[config.mk]
export PLATFORM = sky130hd
export DESIGN_NAME = dmem_mmio
export DESIGN_NICKNAME = d
export VERILOG_FILES = /design/src/rtl/mips_mem_pkg.sv /design/src/rtl/sync_fifo.sv /design/src/rtl/dmem_mmio.sv
export SDC_FILE = /design/constraint.sdc
export NUM_CORES = 2
export LEC_CHECK = 0
export CORE_MARGIN = 4
export CORE_UTILIZATION = 32
export CTS_CLUSTER_SIZE = 12
export DETAILED_ROUTE_END_ITERATION = 10
export GPL_TIMING_DRIVEN = 1
export PLACE_DENSITY = 0.53
export SLEW_MARGIN = 10
export SYNTH_ARGS = -nofsm -noshare
export SYNTH_HDL_FRONTEND = slang
export SYNTH_SLANG_ARGS = --single-unit
[constraint.sdc]
create_clock -name clk -period 4.9 [get_ports clk]
set_clock_uncertainty 0.05 [all_clocks]
set_input_delay 0.735 -clock clk [delete_from_list [all_inputs] [get_ports clk]]
set_output_delay 0.735 -clock clk [all_outputs]
set_load 0.05 [all_outputs]
[src/rtl/mips_mem_pkg.sv]
// Shared constants for the data-side memory responder: MMIO window decode,
// register offsets and STATUS bit layout.
package mips_mem_pkg;

  localparam logic [15:0] MMIO_BASE = 16'hFFFF;

  localparam logic [7:0] OFF_COUNT  = 8'h00;
  localparam logic [7:0] OFF_CMP    = 8'h04;
  localparam logic [7:0] OFF_STATUS = 8'h08;
  localparam logic [7:0] OFF_TXDATA = 8'h0C;
  localparam logic [7:0] OFF_CLR    = 8'h10;

  localparam int unsigned ST_FULL   = 0;
  localparam int unsigned ST_EMPTY  = 1;
  localparam int unsigned ST_MATCH  = 2;
  localparam int unsigned ST_OVF    = 3;
  localparam int unsigned ST_OCC_LO = 4;

  localparam logic [31:0] CMP_RESET = 32'hFFFF_FFFF;

  // Assemble the STATUS word from its individual fields.
  function automatic logic [31:0] status_word(input logic full,
                                              input logic empty,
                                              input logic match,
                                              input logic ovf,
                                              input logic [3:0] occ);
    logic [31:0] w;
    w                     = '0;
    w[ST_FULL]            = full;
    w[ST_EMPTY]           = empty;
    w[ST_MATCH]           = match;
    w[ST_OVF]             = ovf;
    w[ST_OCC_LO+3:ST_OCC_LO] = occ;
    return w;
  endfunction

endpackage

[src/rtl/sync_fifo.sv]
// Single-clock FIFO with registered head output and occupancy count.
// A push into a full FIFO is accepted only when a pop happens in the same cycle.
module sync_fifo #(
  parameter int unsigned WIDTH = 32,
  parameter int unsigned DEPTH = 4
) (
  input  logic                       clk,
  input  logic                       reset,
  input  logic                       push,
  input  logic                       pop,
  input  logic [WIDTH-1:0]           din,
  output logic [WIDTH-1:0]           dout,
  output logic                       full,
  output logic                       empty,
  output logic [$clog2(DEPTH):0]     count
);

  localparam int unsigned PW = $clog2(DEPTH);
  localparam int unsigned CW = PW + 1;

  logic [WIDTH-1:0] mem [DEPTH];
  logic [PW-1:0]    wr_ptr;
  logic [PW-1:0]    rd_ptr;
  logic [CW-1:0]    cnt;
  logic             do_push;
  logic             do_pop;

  assign do_pop  = pop && !empty;
  assign do_push = push && (!full || do_pop);

  assign full  = (cnt == CW'(DEPTH));
  assign empty = (cnt == '0);
  assign count = cnt;
  assign dout  = mem[rd_ptr];

  // Storage, pointers and occupancy; storage is cleared so the head reads 0 after reset.
  always_ff @(posedge clk) begin
    if (reset) begin
      wr_ptr <= '0;
      rd_ptr <= '0;
      cnt    <= '0;
      for (int unsigned i = 0; i < DEPTH; i++) begin
        mem[i] <= '0;
      end
    end else begin
      if (do_push) begin
        mem[wr_ptr] <= din;
        wr_ptr      <= wr_ptr + PW'(1);
      end
      if (do_pop) begin
        rd_ptr <= rd_ptr + PW'(1);
      end
      if (do_push && !do_pop) begin
        cnt <= cnt + CW'(1);
      end else if (do_pop && !do_push) begin
        cnt <= cnt - CW'(1);
      end
    end
  end

endmodule

[src/rtl/dmem_mmio.sv]
// Data memory for the single-cycle MIPS core: word RAM plus an MMIO window
// holding a free-running counter with compare interrupt and a transmit FIFO.
module dmem_mmio
  import mips_mem_pkg::*;
#(
  parameter int unsigned RAM_WORDS  = 64,
  parameter int unsigned FIFO_DEPTH = 4
) (
  input  logic        clk,
  input  logic        reset,
  input  logic        memwrite,
  input  logic [31:0] addr,
  input  logic [31:0] writedata,
  output logic [31:0] readdata,
  output logic        out_valid,
  output logic [31:0] out_data,
  input  logic        out_ready,
  output logic        irq
);

  localparam int unsigned AW = $clog2(RAM_WORDS);
  localparam int unsigned CW = $clog2(FIFO_DEPTH) + 1;

  logic [31:0]   ram [RAM_WORDS];
  logic [AW-1:0] ram_idx;
  logic          mmio_sel;
  logic [7:0]    off;
  logic          ram_we;
  logic          cmp_we;
  logic          tx_we;
  logic          clr_we;

  logic [31:0]   count;
  logic [31:0]   cmp;
  logic          match_flag;
  logic          overflow;

  logic          fifo_full;
  logic          fifo_empty;
  logic          fifo_pop;
  logic [CW-1:0] fifo_count;
  logic [3:0]    occ;
  logic          ovf_event;
  logic          unused_addr;

  assign mmio_sel = (addr[31:16] == MMIO_BASE);
  assign off      = addr[7:0];
  assign ram_idx  = addr[AW+1:2];

  assign ram_we = memwrite && !mmio_sel;
  assign cmp_we = memwrite && mmio_sel && (off == OFF_CMP);
  assign tx_we  = memwrite && mmio_sel && (off == OFF_TXDATA);
  assign clr_we = memwrite && mmio_sel && (off == OFF_CLR);

  assign unused_addr = ^{addr[15:8], addr[1:0]};

  assign out_valid = !fifo_empty;
  assign fifo_pop  = out_valid && out_ready;
  assign ovf_event = tx_we && fifo_full && !fifo_pop;
  assign occ       = 4'(fifo_count);
  assign irq       = match_flag;

  sync_fifo #(
    .WIDTH (32),
    .DEPTH (FIFO_DEPTH)
  ) u_txfifo (
    .clk   (clk),
    .reset (reset),
    .push  (tx_we),
    .pop   (fifo_pop),
    .din   (writedata),
    .dout  (out_data),
    .full  (fifo_full),
    .empty (fifo_empty),
    .count (fifo_count)
  );

  // Word RAM write port; contents are never reset and a store under reset is dropped.
  always_ff @(posedge clk) begin
    if (!reset && ram_we) begin
      ram[ram_idx] <= writedata;
    end
  end

  // Cycle counter and compare register.
  always_ff @(posedge clk) begin
    if (reset) begin
      count <= '0;
      cmp   <= CMP_RESET;
    end else begin
      count <= count + 32'd1;
      if (cmp_we) begin
        cmp <= writedata;
      end
    end
  end

  // Sticky flags: the clear is applied first so a same-cycle set overrides it.
  always_ff @(posedge clk) begin
    if (reset) begin
      match_flag <= 1'b0;
      overflow   <= 1'b0;
    end else begin
      if (clr_we) begin
        match_flag <= 1'b0;
        overflow   <= 1'b0;
      end
      if (count == cmp) begin
        match_flag <= 1'b1;
      end
      if (ovf_event) begin
        overflow <= 1'b1;
      end
    end
  end

  // Load path: combinational from the address.
  always_comb begin
    readdata = '0;
    if (mmio_sel) begin
      case (off)
        OFF_COUNT:  readdata = count;
        OFF_CMP:    readdata = cmp;
        OFF_STATUS: readdata = status_word(fifo_full, fifo_empty, match_flag, overflow, occ);
        default:    readdata = '0;
      endcase
    end else begin
      readdata = ram[ram_idx];
    end
  end

endmodule

* After elaboration in Yosys (flattened, before gate mapping)
Memory sizes are Yosys's and may differ from the RTL's. A register that Yosys moved wholly into a read port is not among the register bits. Index checks and enable logic that the tools add are counted.
Storage, ports and cells: register bits 73, memory bits (writable) 2176, memories 2, input bits 68
Cells by class: muxes and demuxes 19, equal/unequal tests 7, reductions and logical operators 27, add/subtract/negate cells 5
Memory list:
- ram | words 64, width 32, read ports 1, clocked after Yosys merged registers in 0, write ports 1, RTL line dmem_mmio.sv:24 | logic [31:0] ram [RAM_WORDS];
- u_txfifo.mem | words 4, width 32, read ports 1, clocked after Yosys merged registers in 1, write ports 4, RTL line sync_fifo.sv:21 | logic [WIDTH-1:0] mem [DEPTH];
Operators by type and width (number):
- $pmux 32 s3 | 1
- $mux 32 | 2
- $add 32x1->32 const B | 1
- $eq 32x32->1 | 1
- $reduce_or 32->1 | 1
- $eq 16x16->1 const B | 1
- $eq 8x4->1 const B | 2
- $logic_and 1x1->1 | 13
- $mux 1 | 11
- $eq 8x3->1 const B | 1
- $eq 8x5->1 const B | 1
- $logic_not 8->1 | 1
- $logic_not 1->1 | 7
- $mux 2 | 3
- $mux 3 | 2
- $reduce_bool 2->1 | 3
- $add 2x1->2 const B | 2
- $add 3x1->3 const B | 1
- $eq 3x3->1 const B | 1
- $logic_not 3->1 | 1
- $sub 3x1->3 const B | 1
- $logic_or 1x1->1 | 1

* Longest topological paths before layout
word-level depth 11, gate-level depth with buffers 12, mapped depth without buffers 10

* Hierarchy
From an unflattened synthesis, not the netlist that was laid out.
Second synthesis, totals: cell total of the unflattened synthesis 4125, area total of the unflattened synthesis 87886.8 µm²
Modules (own cells, without submodules):
- dmem_mmio | area each 81958.6 µm², cells each 3767, times used 1, sequential area each 62820.2 µm²
- sync_fifo | area each 5928.2 µm², cells each 358, times used 1, sequential area each 4023.9 µm²

* Worst setup path after synthesis
Ideal clock, no wire load.
path kind input-to-output, start input addr[4], end output readdata[0], arrival time 3.665 ns, path slack 0.450 ns, stages on the path 8, cells stage by stage buf_2 -> inv_2 -> buf_2 -> buf_1 -> mux2i_1 -> o2111ai_1 -> o21ai_0 -> o41ai_1
On the way: word-level cells in the longest chain between the ends 3, elaborated cells between the ends (all ways) 6, those cells by class eq/ne: 2; mux: 2; reduce/logical: 1; memory: 1
RTL lines:
- from (decl) | RTL line dmem_mmio.sv:12 | input logic [31:0] addr,
- branches (longest 2 deep; another with $mem_v2 64x32)
- $mux 32 * | RTL line dmem_mmio.sv:120 | if (mmio_sel) begin
- to (decl) | RTL line dmem_mmio.sv:14 | output logic [31:0] readdata,
Every way passes the cells marked *.

* Worst setup path in the final report
start input addr[3], end output readdata[30]
Same word-level chain as after synthesis.

==> flow_summary.html <==
<table>
<tr><th>Metric</th><th>Value</th></tr>
<tr><th colspan="2">Synthesis</th></tr>
<tr><td>Number of enable flip-flop cells after synthesis</td><td>2176</td></tr>
<tr><td>Warnings from Yosys</td><td>0</td></tr>
<tr><td>Yosys cell types</td><td>78</td></tr>
<tr><td>Commonest register cell after synthesis</td><td>edfxtp_1</td></tr>
<tr><td>Sequential cell area fraction in the yosys report</td><td>0.760</td></tr>
<tr><td>Post-Synthesis Net Count</td><td>4357</td></tr>
<tr><td>Netlist area before placement</td><td>87900 µm²</td></tr>
<tr><td>Ys async rst share</td><td>0</td></tr>
<tr><td>Number of instances in the synthesized netlist</td><td>about 4300</td></tr>
<tr><td>Flip-flop and latch count after synthesis</td><td>2251</td></tr>
<tr><td>Average cell area after synthesis</td><td>20.5 µm²</td></tr>
<tr><th colspan="2">Power and ir drop</th></tr>
<tr><td>Power density over cell area</td><td>392 nW/µm²</td></tr>
<tr><td>Worst VDD drop</td><td>between 0.3 and 0.4 mV</td></tr>
<tr><td>Final total power</td><td>40700 µW</td></tr>
<tr><td>Leak pwr</td><td>0.0330 µW</td></tr>
<tr><th colspan="2">Die</th></tr>
<tr><td>Die Y-Extent</td><td>around 530 µm</td></tr>
<tr><td>Die extent in x</td><td>532 µm</td></tr>
<tr><td>Std cell rows</td><td>~190</td></tr>
<tr><td>Die area</td><td>283000 µm²</td></tr>
<tr><td>Number of ports placed on the die boundary</td><td>134</td></tr>
<tr><td>Core region area</td><td>274000 µm²</td></tr>
<tr><td>Effective utilization at floorplan</td><td>0.321</td></tr>
<tr><th colspan="2">Route</th></tr>
<tr><td>Detailed-route wire length</td><td>291 mm</td></tr>
<tr><td>Number of DRC markers in iteration 0</td><td>6377</td></tr>
<tr><td>Wire length per cell after detailed routing</td><td>34.0 µm</td></tr>
<tr><td>DRC violations left</td><td>0</td></tr>
<tr><td>Pre-Repair DR Iteration Count</td><td>6</td></tr>
<tr><td>Via density per instance</td><td>5.57</td></tr>
<tr><td>Number of vias in the routed layout</td><td>roughly 48000</td></tr>
<tr><td>Remaining number of nets flagged by the antenna check after routing</td><td>0</td></tr>
<tr><th colspan="2">Clock network</th></tr>
<tr><td>Clock root buffer</td><td>clkbuf_16</td></tr>
<tr><td>Number of clock buffers inserted by TritonCTS</td><td>232</td></tr>
<tr><td>Total setup buffers inserted after CTS</td><td>0</td></tr>
<tr><td>Clock tree buffer depth</td><td>3</td></tr>
<tr><td>Count of clock tree sinks</td><td>roughly 2300</td></tr>
<tr><td>Clock latency at the later pin of the worst-skew pair</td><td>0.87 ns</td></tr>
<tr><td>CTS H-tree lvls</td><td>4</td></tr>
<tr><td>Clock tree from TritonCTS</td><td>built</td></tr>
<tr><td>Clock-pin slew of the registers on the worst-case setup and hold paths</td><td>0.06 ns</td></tr>
<tr><th colspan="2">Timing</th></tr>
<tr><td>Final number of hold-violating endpoints</td><td>0</td></tr>
<tr><td>Worst max-slew margin expressed relative to the limit</td><td>0.168</td></tr>
<tr><td>Worst hold slack after final layout</td><td>just under 0.09 ns</td></tr>
<tr><td>Maximum clock frequency</td><td>204 MHz</td></tr>
<tr><td>Time the worst path needs with I/O delays and setup</td><td>4.89 ns</td></tr>
<tr><td>Final period utilization</td><td>0.998</td></tr>
<tr><td>Final setup vio count</td><td>0</td></tr>
<tr><td>Final Slew Violations</td><td>0</td></tr>
<tr><td>Transition time at the pin with the least slew margin</td><td>1.25 ns</td></tr>
<tr><td>Setup repair after global routing missed its margin</td><td>no</td></tr>
<tr><th colspan="2">Global route</th></tr>
<tr><td>Vias in the first global route</td><td>46500</td></tr>
<tr><td>First-pass GRT wire length</td><td>398 mm</td></tr>
<tr><td>Total global routing overflow</td><td>0</td></tr>
<tr><td>Antenna violations before repair</td><td>20</td></tr>
<tr><td>Overall track demand over capacity in global routing</td><td>0.202</td></tr>
<tr><td>Pin count of the biggest net entering global routing</td><td>83</td></tr>
<tr><th colspan="2">Final layout</th></tr>
<tr><td>Number of nets at the end of the flow</td><td>between 4000 and 5000</td></tr>
<tr><td>Most frequent cells in the layout</td><td>edfxtp_1 (2176), mux4_2 (518), buf_4 (359)</td></tr>
<tr><td>Non-filler cells in the finished layout</td><td>8570</td></tr>
<tr><td>Share of cells above drive strength 1</td><td>0.285</td></tr>
<tr><td>Layout area overhead</td><td>18.3%</td></tr>
<tr><td>Most common cell after layout, fill and taps aside</td><td>edfxtp_1</td></tr>
<tr><th colspan="2">Worst setup path</th></tr>
<tr><td>Reg2Reg Setup Slack</td><td>2.32 ns</td></tr>
<tr><td>CP Capture Type</td><td>output pin</td></tr>
<tr><td>Critical path type</td><td>in -&gt; out</td></tr>
<tr><td>CP required</td><td>4.12 ns</td></tr>
<tr><td>CP max FO</td><td>49</td></tr>
<tr><td>Critical path launch point type</td><td>input port</td></tr>
<tr><td>Data arrival time at the worst-slack endpoint</td><td>4.11 ns</td></tr>
<tr><th colspan="2">Run status</th></tr>
<tr><td>Status</td><td>finished, final reports clean</td></tr>
<tr><th colspan="2">Run</th></tr>
<tr><td>Number of max-cap violations</td><td>0</td></tr>
<tr><th colspan="2">Placed design</th></tr>
<tr><td>Number of instances in the placed design</td><td>between 8000 and 9000</td></tr>
<tr><td>Number of input and output port buffers inserted</td><td>125</td></tr>
<tr><td>DP HPWL</td><td>184 mm</td></tr>
<tr><td>Routability congestion estimate from global placement</td><td>0.836</td></tr>
<tr><th colspan="2">Min path</th></tr>
<tr><td>Hold WC Path Type</td><td>in -&gt; reg</td></tr>
</table>
-- path summary, 6_finish.rpt --
| path | startpoint | cells after the start | end |
|---|---|---|---|
| setup / recovery | addr[3] | 7 | readdata[30] |
| hold / removal | writedata[29] | 1 | ram[32][29]$_DFFE_PP_ |
| setup reg to reg | u_txfifo.count[0]$_SDFFE_PP0P_ | 10 | u_txfifo.count[2]$_SDFFE_PP0P_ |
| hold reg to reg | cmp[25]$_SDFFE_PP1P_ | 2 | cmp[25]$_SDFFE_PP1P_ |
-- logic make-up (layout without fill, tap and decap cells) --
group | after synthesis | count (layout) | synth area share
flip-flops | 2251 | 2251 | 0.760
buffers and inverters | 272 | 966 | 0.0151
XOR/XNOR | 59 | 59 | 0.00588
multiplexers | 639 | 639 | 0.147
AND/OR/NAND/NOR | 687 | 687 | 0.0414
other | 0 | 1 | 0
adder cells (fa/ha/maj) | 3 | 3 | 0.000512
AO/OA/AOI/OAI | 375 | 375 | 0.0300
-- critical path, cell delays in order --
cell     delay, ns
buf_8         0.52
buf_4         0.39
mux4_2        0.35
mux4_2        0.50
nor2_1        0.78
o32ai_2       0.41
buf_12        0.26
-- state kept, by name, summed over array words and instances (netlist names), named ones only --
register / flops
count: 32
irq: 1
u_txfifo.mem: 128
u_txfifo.rd_ptr: 2
overflow: 1
u_txfifo.wr_ptr: 2
u_txfifo.count: 3
ram: 2048
cmp: 32
-- cell type report --
cell class	instances	area [µm²]
timing repair buffer	535	5150
multi-input combinational	1763	20300
clock inverter	104	958
tap	3589	4490
fill	24800	170000
antenna	1	2.50
clock buffer	312	6180
sequential	2251	66800
inverter	15	58.8
-- metrics by stage --
step	setup slack, ns	util	area, µm²	setup TNS, ns
detailed placement	-0.00579	0.354	96900	-0.00579
global placement	-0.0182	0.354	96800	-0.0213
CTS	0.00944	0.380	104000	0
finish	0.00976	0.380	104000	0
global route	0.0189	0.380	104000	0
floorplan	0.450	-	87900	0
-- where the power goes --
group	switching [µW]	total (µW)	internal [µW]
clock	7450	16800	9400
combinational	1700	2660	953
sequential	28.7	21200	21200
-- cells in the mapped netlist (8+ instances only) --
library cell | n | share of area
buf_4 | 37 | 0.0032
edfxtp_1 | 2176 | 0.74
a22oi_1 | 72 | 0.0061
a22o_1 | 16 | 0.0016
inv_1 | 13 | 0.00056
nor3_1 | 30 | 0.0017
a21oi_1 | 81 | 0.0046
xor2_1 | 9 | 0.00090
or3_1 | 14 | 0.0010
buf_2 | 63 | 0.0036
a221oi_1 | 25 | 0.0025
and2_1 | 133 | 0.0095
xnor2_1 | 50 | 0.0050
mux2i_1 | 99 | 0.011
o21ai_0 | 29 | 0.0017
buf_1 | 18 | 0.00077
dfxtp_1 | 75 | 0.017
a221o_1 | 8 | 0.00091
buf_6 | 11 | 0.0014
nand4_1 | 32 | 0.0023
a31oi_1 | 22 | 0.0016
nand2b_1 | 10 | 0.00071
mux4_2 | 518 | 0.13
a2111oi_0 | 9 | 0.00090
mux2_2 | 22 | 0.0028
clkbuf_1 | 122 | 0.0052
and3_1 | 8 | 0.00057
nor2b_1 | 19 | 0.0014
o22ai_1 | 39 | 0.0028
nand3_1 | 36 | 0.0020
nor4_1 | 17 | 0.0012
nand2_1 | 179 | 0.0076
nand3b_1 | 36 | 0.0031
a211oi_1 | 9 | 0.00077
nor2_1 | 132 | 0.0056
a32oi_1 | 8 | 0.00080
-- per-layer routing --
metal,vias up,global-route usage,wire length [µm]
met5,-,0,59
met4,8,0.0559,8520
met3,389,0.0387,24000
met2,2298,0.321,137000
met1,26200,0.283,121000
li1,18800,-,-
-- repair_timing --
item / 4_1_cts / 5_1_grt
gates resized for setup: 1 / 1
setup endpoints to repair: 1 / 1
pin swaps: 0 / 0
hold buffers: 0 / 0
Power figures use the tool's default switching activity.
